[src/rtl/spraid_pkg.sv]
`default_nettype none
// ============================================================================
// Module      : spraid_pkg
// Description : Shared opcodes and FSM state encoding for the spraid drive
//               link flash emulation.
// Revision    : 1.0 - initial release
// ============================================================================
package spraid_pkg;

    localparam logic [7:0] OP_READ = 8'h03;
    localparam logic [7:0] OP_PROG = 8'h02;
    localparam logic [7:0] OP_WREN = 8'h06;
    localparam logic [7:0] OP_WRDI = 8'h04;
    localparam logic [7:0] OP_RDSR = 8'h05;

    typedef enum logic [2:0] {
        ST_IDLE   = 3'd0,
        ST_CMD    = 3'd1,
        ST_ADDR   = 3'd2,
        ST_READ   = 3'd3,
        ST_PROG   = 3'd4,
        ST_RDSR   = 3'd5,
        ST_IGNORE = 3'd6
    } state_t;

endpackage : spraid_pkg
`default_nettype wire

[src/rtl/spi_sync_edge.sv]
`default_nettype none
// ============================================================================
// Module      : spi_sync_edge
// Description : Two-flop synchronizer for one SPI pin plus a third history
//               flop for rise/fall detection in the system clock domain.
// Revision    : 1.0 - initial release
// ============================================================================
module spi_sync_edge #(
    parameter logic RESET_VAL = 1'b0
) (
    input  logic clk,
    input  logic reset_n,
    input  logic i_din,
    output logic o_level,
    output logic o_rise,
    output logic o_fall
);

    // [0],[1] synchronize; [2] holds the previous synchronized level
    logic [2:0] r_sync;

    // Shift the pin in; reset loads the pin's idle level so no false edge appears
    always_ff @(posedge clk or negedge reset_n) begin
        if (!reset_n) begin
            r_sync <= {3{RESET_VAL}};
        end else begin
            r_sync <= {r_sync[1:0], i_din};
        end
    end

    assign o_level = r_sync[1];
    assign o_rise  = r_sync[1] & ~r_sync[2];
    assign o_fall  = ~r_sync[1] & r_sync[2];

endmodule : spi_sync_edge
`default_nettype wire

[src/rtl/spi_flash_target.sv]
`default_nettype none
// ============================================================================
// Module      : spi_flash_target
// Description : SPI mode-0 serial flash responder. Oversamples the SPI pins,
//               decodes READ/PROG/WREN/WRDI/RDSR and drives a byte-wide
//               backing-store port; models write-in-progress with a timer.
// Revision    : 1.0 - initial release
// ============================================================================
module spi_flash_target
    import spraid_pkg::*;
#(
    parameter int ADDR_W      = 16,
    parameter int PROG_CYCLES = 64
) (
    input  logic              clk,
    input  logic              reset_n,
    input  logic              spi_clk,
    input  logic              spi_cs,
    input  logic              spi_mosi,
    output logic              spi_miso,
    output logic [ADDR_W-1:0] mem_addr,
    output logic              mem_re,
    input  logic [7:0]        mem_rdata,
    output logic              mem_we,
    output logic [7:0]        mem_wdata,
    output logic              wip,
    output logic              wel,
    output logic              cmd_err
);

    localparam int CNT_W = $clog2(ADDR_W);
    localparam int WIP_W = (PROG_CYCLES > 1) ? $clog2(PROG_CYCLES) : 1;
    localparam logic [CNT_W-1:0]  c_last_bit  = CNT_W'(7);
    localparam logic [CNT_W-1:0]  c_last_addr = CNT_W'(ADDR_W - 1);
    localparam logic [WIP_W-1:0]  c_wip_load  = WIP_W'(PROG_CYCLES - 1);
    localparam logic [ADDR_W-1:0] c_addr_one  = ADDR_W'(1);

    logic w_sclk_level, w_sclk_rise, w_sclk_fall;
    logic w_cs_level, w_cs_rise, w_cs_fall;
    logic w_mosi, w_mosi_rise, w_mosi_fall;
    logic w_unused_sync;

    state_t             r_state, w_state_next;
    logic [CNT_W-1:0]   r_bit_cnt;
    logic [7:0]         r_shift_in;
    logic [7:0]         r_shift_out;
    logic [ADDR_W-1:0]  r_addr;
    logic [ADDR_W-1:0]  r_mem_addr;
    logic               r_mem_re, r_re_d, r_mem_we;
    logic [7:0]         r_mem_wdata;
    logic               r_miso, r_op_read, r_prog_wrote;
    logic               r_wip, r_wel, r_cmd_err;
    logic [WIP_W-1:0]   r_wip_cnt;

    logic               w_byte_done, w_addr_done;
    logic               w_set_wel, w_clr_wel, w_cmd_err, w_wip_start;
    logic [7:0]         w_in_byte, w_out_src, w_status;
    logic [ADDR_W-1:0]  w_addr_shift;

    spi_sync_edge #(.RESET_VAL(1'b0)) u_sync_sclk (
        .clk(clk), .reset_n(reset_n), .i_din(spi_clk),
        .o_level(w_sclk_level), .o_rise(w_sclk_rise), .o_fall(w_sclk_fall)
    );
    spi_sync_edge #(.RESET_VAL(1'b1)) u_sync_cs (
        .clk(clk), .reset_n(reset_n), .i_din(spi_cs),
        .o_level(w_cs_level), .o_rise(w_cs_rise), .o_fall(w_cs_fall)
    );
    spi_sync_edge #(.RESET_VAL(1'b0)) u_sync_mosi (
        .clk(clk), .reset_n(reset_n), .i_din(spi_mosi),
        .o_level(w_mosi), .o_rise(w_mosi_rise), .o_fall(w_mosi_fall)
    );

    assign w_unused_sync = ^{w_sclk_level, w_cs_level, w_mosi_rise, w_mosi_fall};

    assign w_in_byte    = {r_shift_in[6:0], w_mosi};
    assign w_addr_shift = {r_addr[ADDR_W-2:0], w_mosi};
    assign w_byte_done  = w_sclk_rise && (r_bit_cnt == c_last_bit);
    assign w_addr_done  = w_sclk_rise && (r_bit_cnt == c_last_addr);
    assign w_status     = {6'b0, r_wel, r_wip};
    // Read data may land on the same clk as the first fall; bypass it straight out
    assign w_out_src    = r_re_d ? mem_rdata : r_shift_out;
    // A program frame only commits if at least one whole byte was written
    assign w_wip_start  = w_cs_rise && (r_state == ST_PROG) && r_prog_wrote;

    // Next-state and command decode
    always_comb begin
        w_state_next = r_state;
        w_set_wel    = 1'b0;
        w_clr_wel    = 1'b0;
        w_cmd_err    = 1'b0;
        if (w_cs_rise) begin
            w_state_next = ST_IDLE;
        end else if (w_cs_fall) begin
            w_state_next = ST_CMD;
        end else begin
            case (r_state)
                ST_CMD: begin
                    if (w_byte_done) begin
                        w_state_next = ST_IGNORE;
                        case (w_in_byte)
                            OP_READ: if (!r_wip) w_state_next = ST_ADDR;
                            OP_PROG: if (!r_wip && r_wel) w_state_next = ST_ADDR;
                            OP_RDSR: w_state_next = ST_RDSR;
                            OP_WREN: w_set_wel = !r_wip;
                            OP_WRDI: w_clr_wel = !r_wip;
                            default: w_cmd_err = 1'b1;
                        endcase
                    end
                end
                ST_ADDR: begin
                    if (w_addr_done) begin
                        w_state_next = r_op_read ? ST_READ : ST_PROG;
                    end
                end
                default: w_state_next = r_state;
            endcase
        end
    end

    // State register
    always_ff @(posedge clk or negedge reset_n) begin
        if (!reset_n) begin
            r_state <= ST_IDLE;
        end else begin
            r_state <= w_state_next;
        end
    end

    // Shifters, address counter, memory strobes and status/WIP timer
    always_ff @(posedge clk or negedge reset_n) begin
        if (!reset_n) begin
            r_bit_cnt    <= '0;
            r_shift_in   <= '0;
            r_shift_out  <= '0;
            r_addr       <= '0;
            r_mem_addr   <= '0;
            r_mem_re     <= 1'b0;
            r_re_d       <= 1'b0;
            r_mem_we     <= 1'b0;
            r_mem_wdata  <= '0;
            r_miso       <= 1'b0;
            r_op_read    <= 1'b0;
            r_prog_wrote <= 1'b0;
            r_wip        <= 1'b0;
            r_wel        <= 1'b0;
            r_cmd_err    <= 1'b0;
            r_wip_cnt    <= '0;
        end else begin
            r_mem_re  <= 1'b0;
            r_mem_we  <= 1'b0;
            r_re_d    <= r_mem_re;
            r_cmd_err <= w_cmd_err;

            if (w_wip_start) begin
                r_wip     <= 1'b1;
                r_wip_cnt <= c_wip_load;
            end else if (r_wip) begin
                if (r_wip_cnt == '0) begin
                    r_wip <= 1'b0;
                    r_wel <= 1'b0;
                end else begin
                    r_wip_cnt <= r_wip_cnt - WIP_W'(1);
                end
            end
            if (w_set_wel) r_wel <= 1'b1;
            if (w_clr_wel) r_wel <= 1'b0;

            if (w_cs_rise || w_cs_fall) begin
                r_bit_cnt  <= '0;
                r_shift_in <= '0;
                r_miso     <= 1'b0;
                if (w_cs_fall) r_prog_wrote <= 1'b0;
            end else begin
                case (r_state)
                    ST_CMD: begin
                        if (w_sclk_rise) begin
                            r_shift_in <= w_in_byte;
                            r_bit_cnt  <= w_byte_done ? '0 : r_bit_cnt + CNT_W'(1);
                            if (w_byte_done) begin
                                r_op_read   <= (w_in_byte == OP_READ);
                                r_shift_out <= w_status;
                            end
                        end
                    end
                    ST_ADDR: begin
                        if (w_sclk_rise) begin
                            r_addr    <= w_addr_shift;
                            r_bit_cnt <= w_addr_done ? '0 : r_bit_cnt + CNT_W'(1);
                            if (w_addr_done && r_op_read) begin
                                r_mem_addr <= w_addr_shift;
                                r_addr     <= w_addr_shift + c_addr_one;
                                r_mem_re   <= 1'b1;
                            end
                        end
                    end
                    ST_READ: begin
                        if (w_sclk_rise) begin
                            r_bit_cnt <= w_byte_done ? '0 : r_bit_cnt + CNT_W'(1);
                            if (w_byte_done) begin
                                r_mem_addr <= r_addr;
                                r_addr     <= r_addr + c_addr_one;
                                r_mem_re   <= 1'b1;
                            end
                        end
                        if (w_sclk_fall) begin
                            r_miso      <= w_out_src[7];
                            r_shift_out <= {w_out_src[6:0], 1'b0};
                        end else if (r_re_d) begin
                            r_shift_out <= mem_rdata;
                        end
                    end
                    ST_PROG: begin
                        if (w_sclk_rise) begin
                            r_shift_in <= w_in_byte;
                            r_bit_cnt  <= w_byte_done ? '0 : r_bit_cnt + CNT_W'(1);
                            if (w_byte_done) begin
                                r_mem_we     <= 1'b1;
                                r_mem_wdata  <= w_in_byte;
                                r_mem_addr   <= r_addr;
                                r_addr       <= r_addr + c_addr_one;
                                r_prog_wrote <= 1'b1;
                            end
                        end
                    end
                    ST_RDSR: begin
                        if (w_sclk_rise) begin
                            r_bit_cnt <= w_byte_done ? '0 : r_bit_cnt + CNT_W'(1);
                            if (w_byte_done) r_shift_out <= w_status;
                        end
                        if (w_sclk_fall) begin
                            r_miso      <= r_shift_out[7];
                            r_shift_out <= {r_shift_out[6:0], 1'b0};
                        end
                    end
                    default: begin
                        r_bit_cnt <= r_bit_cnt;
                    end
                endcase
            end
        end
    end

    // MISO is forced low the moment the initiator deselects, ahead of the synchronizer
    assign spi_miso  = r_miso & ~spi_cs;
    assign mem_addr  = r_mem_addr;
    assign mem_re    = r_mem_re;
    assign mem_we    = r_mem_we;
    assign mem_wdata = r_mem_wdata;
    assign wip       = r_wip;
    assign wel       = r_wel;
    assign cmd_err   = r_cmd_err;

endmodule : spi_flash_target
`default_nettype wire

[config.mk]
export PLATFORM = sky130hd
export DESIGN_NAME = spi_flash_target
export DESIGN_NICKNAME = d
export VERILOG_FILES = /design/src/rtl/spraid_pkg.sv /design/src/rtl/spi_sync_edge.sv /design/src/rtl/spi_flash_target.sv
export SDC_FILE = /design/constraint.sdc
export NUM_CORES = 1
export LEC_CHECK = 0
export ABC_AREA = 1
export BUFFER_PORTS_ARGS = -buffer_cell sky130_fd_sc_hd__buf_2
export CORE_UTILIZATION = 38
export DETAILED_ROUTE_END_ITERATION = 10
export PLACE_DENSITY = 0.67
export SLEW_MARGIN = 20
export SYNTH_ARGS = -nofsm -noshare
export SYNTH_HDL_FRONTEND = slang
export SYNTH_SLANG_ARGS = --single-unit
[constraint.sdc]
create_clock -name clk -period 1.7 [get_ports clk]
set_input_delay 0.17 -clock clk [delete_from_list [all_inputs] [get_ports clk]]
set_output_delay 0.17 -clock clk [all_outputs]
set_load 0.01 [all_outputs]
# --- Word level (Yosys, flattened, before mapping) ---
# Cells that the tools add are included.
totals:
  n_memories: 0
  regBits: 85
  mem_bits_rw: 0
  latchBits: 0
  rom_bits: 0
classes:
  mux: 77
  n_reduce_logical: 37
  shifts: 0
  n_lt_le_gt_ge: 0
  div: 0
  bitwise: 11
  mul: 0
  n_addsub: 4
  n_eq_ne: 25
ops:
  columns: ["cell", "count"]
  rows:
  - ["$mux W16", 8]
  - ["$pmux W16 S2", 2]
  - ["$mux W8", 5]
  - ["$mux W1", 38]
  - ["$add A16 B1 Y16 const B", 2]
  - ["$eq A8 B3 Y1 const B", 3]
  - ["$pmux W8 S3", 1]
  - ["$mux W3", 7]
  - ["$mux W7", 3]
  - ["$mux W4", 5]
  - ["$mux W6", 3]
  - ["$eq A8 B2 Y1 const B", 2]
  - ["$reduce_bool A3 Y1", 5]
  - ["$reduce_and A3 Y1", 4]
  - ["$reduce_and A4 Y1", 3]
  - ["$reduce_bool A2 Y1", 6]
  - ["$pmux W3 S3", 1]
  - ["$ne A2 B2 Y1 const B", 4]
  - ["$ne A4 B4 Y1 const B", 2]
  - ["$pmux W4 S2", 1]
  - ["$eq A3 B2 Y1 const B", 2]
  - ["$eq A3 B3 Y1 const B", 2]
  - ["$logic_and A1 B1 Y1", 6]
  - ["$logic_not A6 Y1", 1]
  - ["22 further kinds", 38]

# --- Depth between registers and ports, before layout ---
depth:
  ltp_word: 9
  depth_mapped: 13
  depth_no_buf: 11

# --- Hierarchy ---
# Synthesis repeated with hierarchy kept, for this count alone.
hier_totals:
  hier_cells: 717
  hier_area_um2: 4997.3
by_module_without_submodules:
  columns: ["mod", "area_per_inst_um2", "instances", "cells_each"]
  rows:
  - ["spi_flash_target", 4723.3, 1, 696]
  - ["spi_sync_edge at u_sync_mosi ...", 90.1, 2, 7]
  - ["spi_sync_edge at u_sync_cs", 93.8, 1, 7]

# --- Worst setup path before layout ---
# OpenSTA, ideal clock, no wires.
synth_path:
  path_type: "register -> register"
  from: "reg u_sync_cs.r_sync[2]"
  to: "reg r_mem_addr[10], in the netlist mem_addr[10]"
  setup_time_ps: 130
  required_ps: 1570
  t_arrival_ps: 1708
  stages_incl_launch_ff: 10
  path_buffers: 2
  path_slack_ps: -138
  cell_sequence: "dfstp_2 > inv_1 > ha_1 > buf_4 > inv_2 > nor2_2 > nand3_4 > nand2_4 > buf_2 > a31oi_1"
synth_between:
  elab_chain_cells: 5
synth_rtl:
  columns: ["element", "line_no", "rtl"]
  rows:
  - ["from (decl)", "spi_sync_edge.sv:20", "logic [2:0] r_sync;"]
  - ["from (signal assigned)", "spi_sync_edge.sv:25", "r_sync <= {3{RESET_VAL}};"]
  - ["from (signal assigned)", "spi_sync_edge.sv:27", "r_sync <= {r_sync[1:0], i_din};"]
  - ["$not A1 Y1", "spi_sync_edge.sv:32", "assign o_rise = r_sync[1] & ~r_sync[2];"]
  - ["$and A1 B1 Y1", "spi_sync_edge.sv:32", null]
  - ["$logic_or A1 B1 Y1 (*)", "spi_flash_target.sv:168", "if (w_cs_rise || w_cs_fall) begin"]
  - ["$not A1 Y1 (no source line) (*)", null, null]
  - ["$reduce_and A6 Y1 (no source line) (*)", null, null]
  - ["to (signal assigned)", "spi_flash_target.sv:190", "r_mem_addr <= w_addr_shift;"]
  - ["to (signal assigned)", "spi_flash_target.sv:200", "r_mem_addr <= r_addr;"]
  - ["to (signal assigned)", "spi_flash_target.sv:219", "r_mem_addr <= r_addr;"]
  - ["to (decl)", "spi_flash_target.sv:48", "logic [ADDR_W-1:0] r_mem_addr;"]
# Mark *: on every way between the ends. The rest lies on a longest branch, timed or not.
# A chain may end at the register's enable or synchronous reset.

# --- Worst setup path in the final report ---
layout_path:
  from: "reg u_sync_cs.r_sync[2]"
  to: "reg r_mem_addr[5], in the netlist mem_addr[5]"
# The elaborated chain is that of the path after synthesis.

==> results.sh <==
export IMPL_status="complete, but fails checks"
export IMPL_violations="setup timing"
export IMPL_grt_pass1_wl_um=21360
export IMPL_cts_sinks=85
export IMPL_maxCapViolCount=0
export IMPL_via_per_inst=4.973
export IMPL_synthMuxAreaShare_pct=0
export IMPL_cp_num_buf_inv=3
export IMPL_final_common_cell="nand2_1"
export IMPL_synth_xor_area_share_pct=0.3523
export IMPL_synth_top_family_by_area="simple AND/OR/NAND/NOR gates"
export IMPL_ir_drop_v=0.0006005
export IMPL_tightestPinTransition_ps=460.2
export IMPL_overflow=0
export IMPL_place_ws_ps=-172.0
export IMPL_grt_pass1_vias=4291
export IMPL_ant_nets=0
export IMPL_crit_fanout=7
export IMPL_dieArea_sq_um=13550
export IMPL_placed_cells=946
export IMPL_fin_nets=820
export IMPL_clockBufferDepth=2
export IMPL_antenna_found_initial=0
export IMPL_syn_area_sq_um=4972
export IMPL_yosys_warnings=0
export IMPL_p_leak_nw=3.149
export IMPL_hold_class="in -> reg"
export IMPL_wl_um=13240
export IMPL_period_share_pct=105.0
export IMPL_syn_inst=691
export IMPL_netlist_area_leader_share_pct=41.27
export IMPL_synth_compound_area_share_pct=12.05
export IMPL_final_cells=977
export IMPL_first_pass_iters=5
export IMPL_synth_seq_cells=85
export IMPL_setup_ws_ps=-85.40
export IMPL_synth_top_area_cell="dfrtp_1"
export IMPL_placed_cell_area_sq_um=5782
export IMPL_insertion_delay_ps=360
export IMPL_core_area_sq_um=12670
export IMPL_syn_to_final_growth_pct=30.25
export IMPL_synth_fa_ha_area_share_pct=1.761
export IMPL_cp_required_ps=1970
export IMPL_drt_iter0_drc=458
export IMPL_finalSetupViolations=26
export IMPL_synthDistinctLibCells=41
export IMPL_drive_above_1_share_pct=24.84
export IMPL_dieWidth_um=116.4
export IMPL_root_buffer="clkbuf_16"
export IMPL_fin_crit_ps=1785
export IMPL_num_rows=41
export IMPL_n_antenna_cell=0
export IMPL_dp_hpwl_um=9149
export IMPL_start_util_pct=39.24
export IMPL_maxSlewViolCount=0
export IMPL_clkTransAtPathRegs_ps=70
export IMPL_wl_per_cell_um=13.55
export IMPL_final_cell_mix="nand2_1, nor2_1, dfrtp_1"
export IMPL_seqCellArea_sq_um=2131
export IMPL_ios=43
export IMPL_path_cells="inv_2 -> ha_4 -> inv_6 -> nor2_4 -> buf_6 -> nand3_4 -> nand2_8 -> nor2_4 -> a31oi_1"
export IMPL_gp_congestion=0.9085
export IMPL_syn_nets=711
export IMPL_synth_simple_gate_area_share_pct=34.42
export IMPL_fin_area_sq_um=6476
export IMPL_crit_family="flip-flops"
export IMPL_finalHoldViolCount=0
export IMPL_rsz0062_at_grt="yes"
export IMPL_grt_usage_pct=20.46
export IMPL_io_buffer_count=42
export IMPL_fillerInstances=1204
export IMPL_syn_area_per_cell_sq_um=7.196
export IMPL_grt_max_degree=86
export IMPL_cts_tree="done"
export IMPL_h_tree_depth=3
export IMPL_critPathLaunchType="register"
export IMPL_tns_ps=-1011
export IMPL_drc=0
export IMPL_cp_common_cell="nor2_4"
export IMPL_multi_input_area_sq_um=2666
export IMPL_fin_skew_ps=6.720
export IMPL_dr_total_vias=4859
export IMPL_cp_end_kind="register"
export IMPL_dieHeight_um=116.4
export IMPL_relSlewSlack_pct=69.08
export IMPL_numCtsBuffers=9
export IMPL_cpMaxStageDelayCell="dfstp_2"
export IMPL_crit_type="reg -> reg"
export IMPL_synth_top_cells_by_area="dfrtp_1, nand2_1, nor2_1"
export IMPL_cp_data_arrival_time_ps=2050
export IMPL_pwr_density_cell_nw_per_um2=1269
export IMPL_cp_slowest_stage_delay_ps=540
export IMPL_yosysSeqAreaShare_pct=42.85
export IMPL_fmax_mhz=560.1
export IMPL_utilization_pct=51.11
==> layer usage <==
| metal | global-route usage, % | vias to the layer above | part of all wire [%] |
|---|---|---|---|
| li1 | - | 2477 | - |
| met1 | 30.10 | 2253 | 49 |
| met2 | 29.90 | 113 | 45 |
| met3 | 2.802 | 16 | 4.8 |
| met4 | 8.803 | 0 | 1.7 |
| met5 | 0 | - | 0 |
==> power by group <==
part / switching, mW / leakage [nW] / internal (mW)
Clock: 0.943 / 0.148 / 1.04
Combinational: 2.11 / 1.91 / 1.40
Sequential: 0.344 / 1.10 / 2.37
==> path summary, 6_finish.rpt <==
kind	start	to	slack, ps	depth (start not counted)
max in group asynchronous	reset_n	u_sync_cs.r_sync[2]$_DFF_PN1_	950	3
max reg2reg	u_sync_cs.r_sync[2]$_DFF_PN1_	mem_addr[5]$_DFFE_PN0P_	-90	9
min in group asynchronous	reset_n	r_wip_cnt[2]$_DFFE_PN0P_	410	3
min	mem_rdata[0]	r_shift_out[0]$_DFFE_PN0P_	250	5
min reg2reg	u_sync_mosi.r_sync[0]$_DFF_PN0_	u_sync_mosi.r_sync[1]$_DFF_PN0_	350	0
max	u_sync_cs.r_sync[2]$_DFF_PN1_	mem_addr[5]$_DFFE_PN0P_	-90	9
==> area by class of cell <==
| type | instances | area share [%] |
|---|---|---|
| Timing Repair Buffer | 118 | 13.56 |
| Clock buffer | 9 | 3.478 |
| Inverter | 75 | 4.463 |
| Multi-Input combinational cell | 511 | 41.17 |
| Tap cell | 172 | 3.323 |
| Clock inverter | 7 | 1.101 |
| Sequential cell | 85 | 32.90 |
==> cell families (layout without fill, tap and decap cells) <==
family,after synthesis,after routing
adders and majority gates,7,7
DFF,85,85
buffers and inverters,97,209
AOI/OAI and AO/OA,112,112
and+or+nand+nor,388,390
xor gates and xnor gates,2,2
==> sequential cells by signal, summed over array words and instances (netlist names), 2 cells and up <==
| name | cells |
|---|---|
| mem_addr | 16 |
| r_addr | 16 |
| mem_wdata | 8 |
| r_shift_out | 8 |
| r_shift_in | 7 |
| r_wip_cnt | 6 |
| r_bit_cnt | 4 |
| r_state | 3 |
| u_sync_cs.r_sync | 3 |
| u_sync_sclk.r_sync | 3 |
| u_sync_mosi.r_sync | 2 |
==> tightest hold or removal path: cells and delay by family <==
| kind | cells | cell delay, ps |
|---|---|---|
| simple gates | 3 | 220 |
| buf+inv | 1 | 90 |
| compound gates | 1 | 90 |
==> synthesized netlist by cell type <==
library cell and instances:
a211oi_1 1, a21oi_1 20, a31oi_1 13, buf_1 1, buf_12 1, buf_2 11, buf_4 2, buf_6 3
clkbuf_1 4, clkinv_2 1, dfrtp_1 82, dfstp_2 3, ha_1 7, inv_1 70, inv_2 4, nand2_1 188
nand2_2 3, nand2_4 2, nand3_1 63, nand3_2 2, nand3_4 2, nand3b_1 1, nand4_1 11, nand4_2 1
nor2_1 92, nor2_2 6, nor2_4 2, nor3_1 7, nor3_2 1, nor3_4 1, nor3b_1 1, nor4_1 1
o211ai_1 3, o21ai_0 59, o21ai_1 10, o21ai_2 1, o21bai_1 1, o22ai_1 3, o31ai_1 1, or2_2 4
xor2_1 2
==> timing repair <==
action | CTS | global route
gates cloned | 1 | 2
gates resized for setup | 16 | 52
hold endpoints to repair | 85 | 0
hold buffers | 4 | 0
setup endpoints to repair | 61 | 64
buffers inserted | 2 | 6
pin swaps | 3 | 13
==> per-stage QoR <==
step                      hold slack, ps  power, mW
after global placement             249.7      5.886
after global routing               325.9      8.804
after CTS                          242.9      8.008
final                              253.6      8.217
after floorplan                   -125.6      4.782
after detailed placement           245.6      5.896
Note: power is estimated with default switching activity, not from simulation.
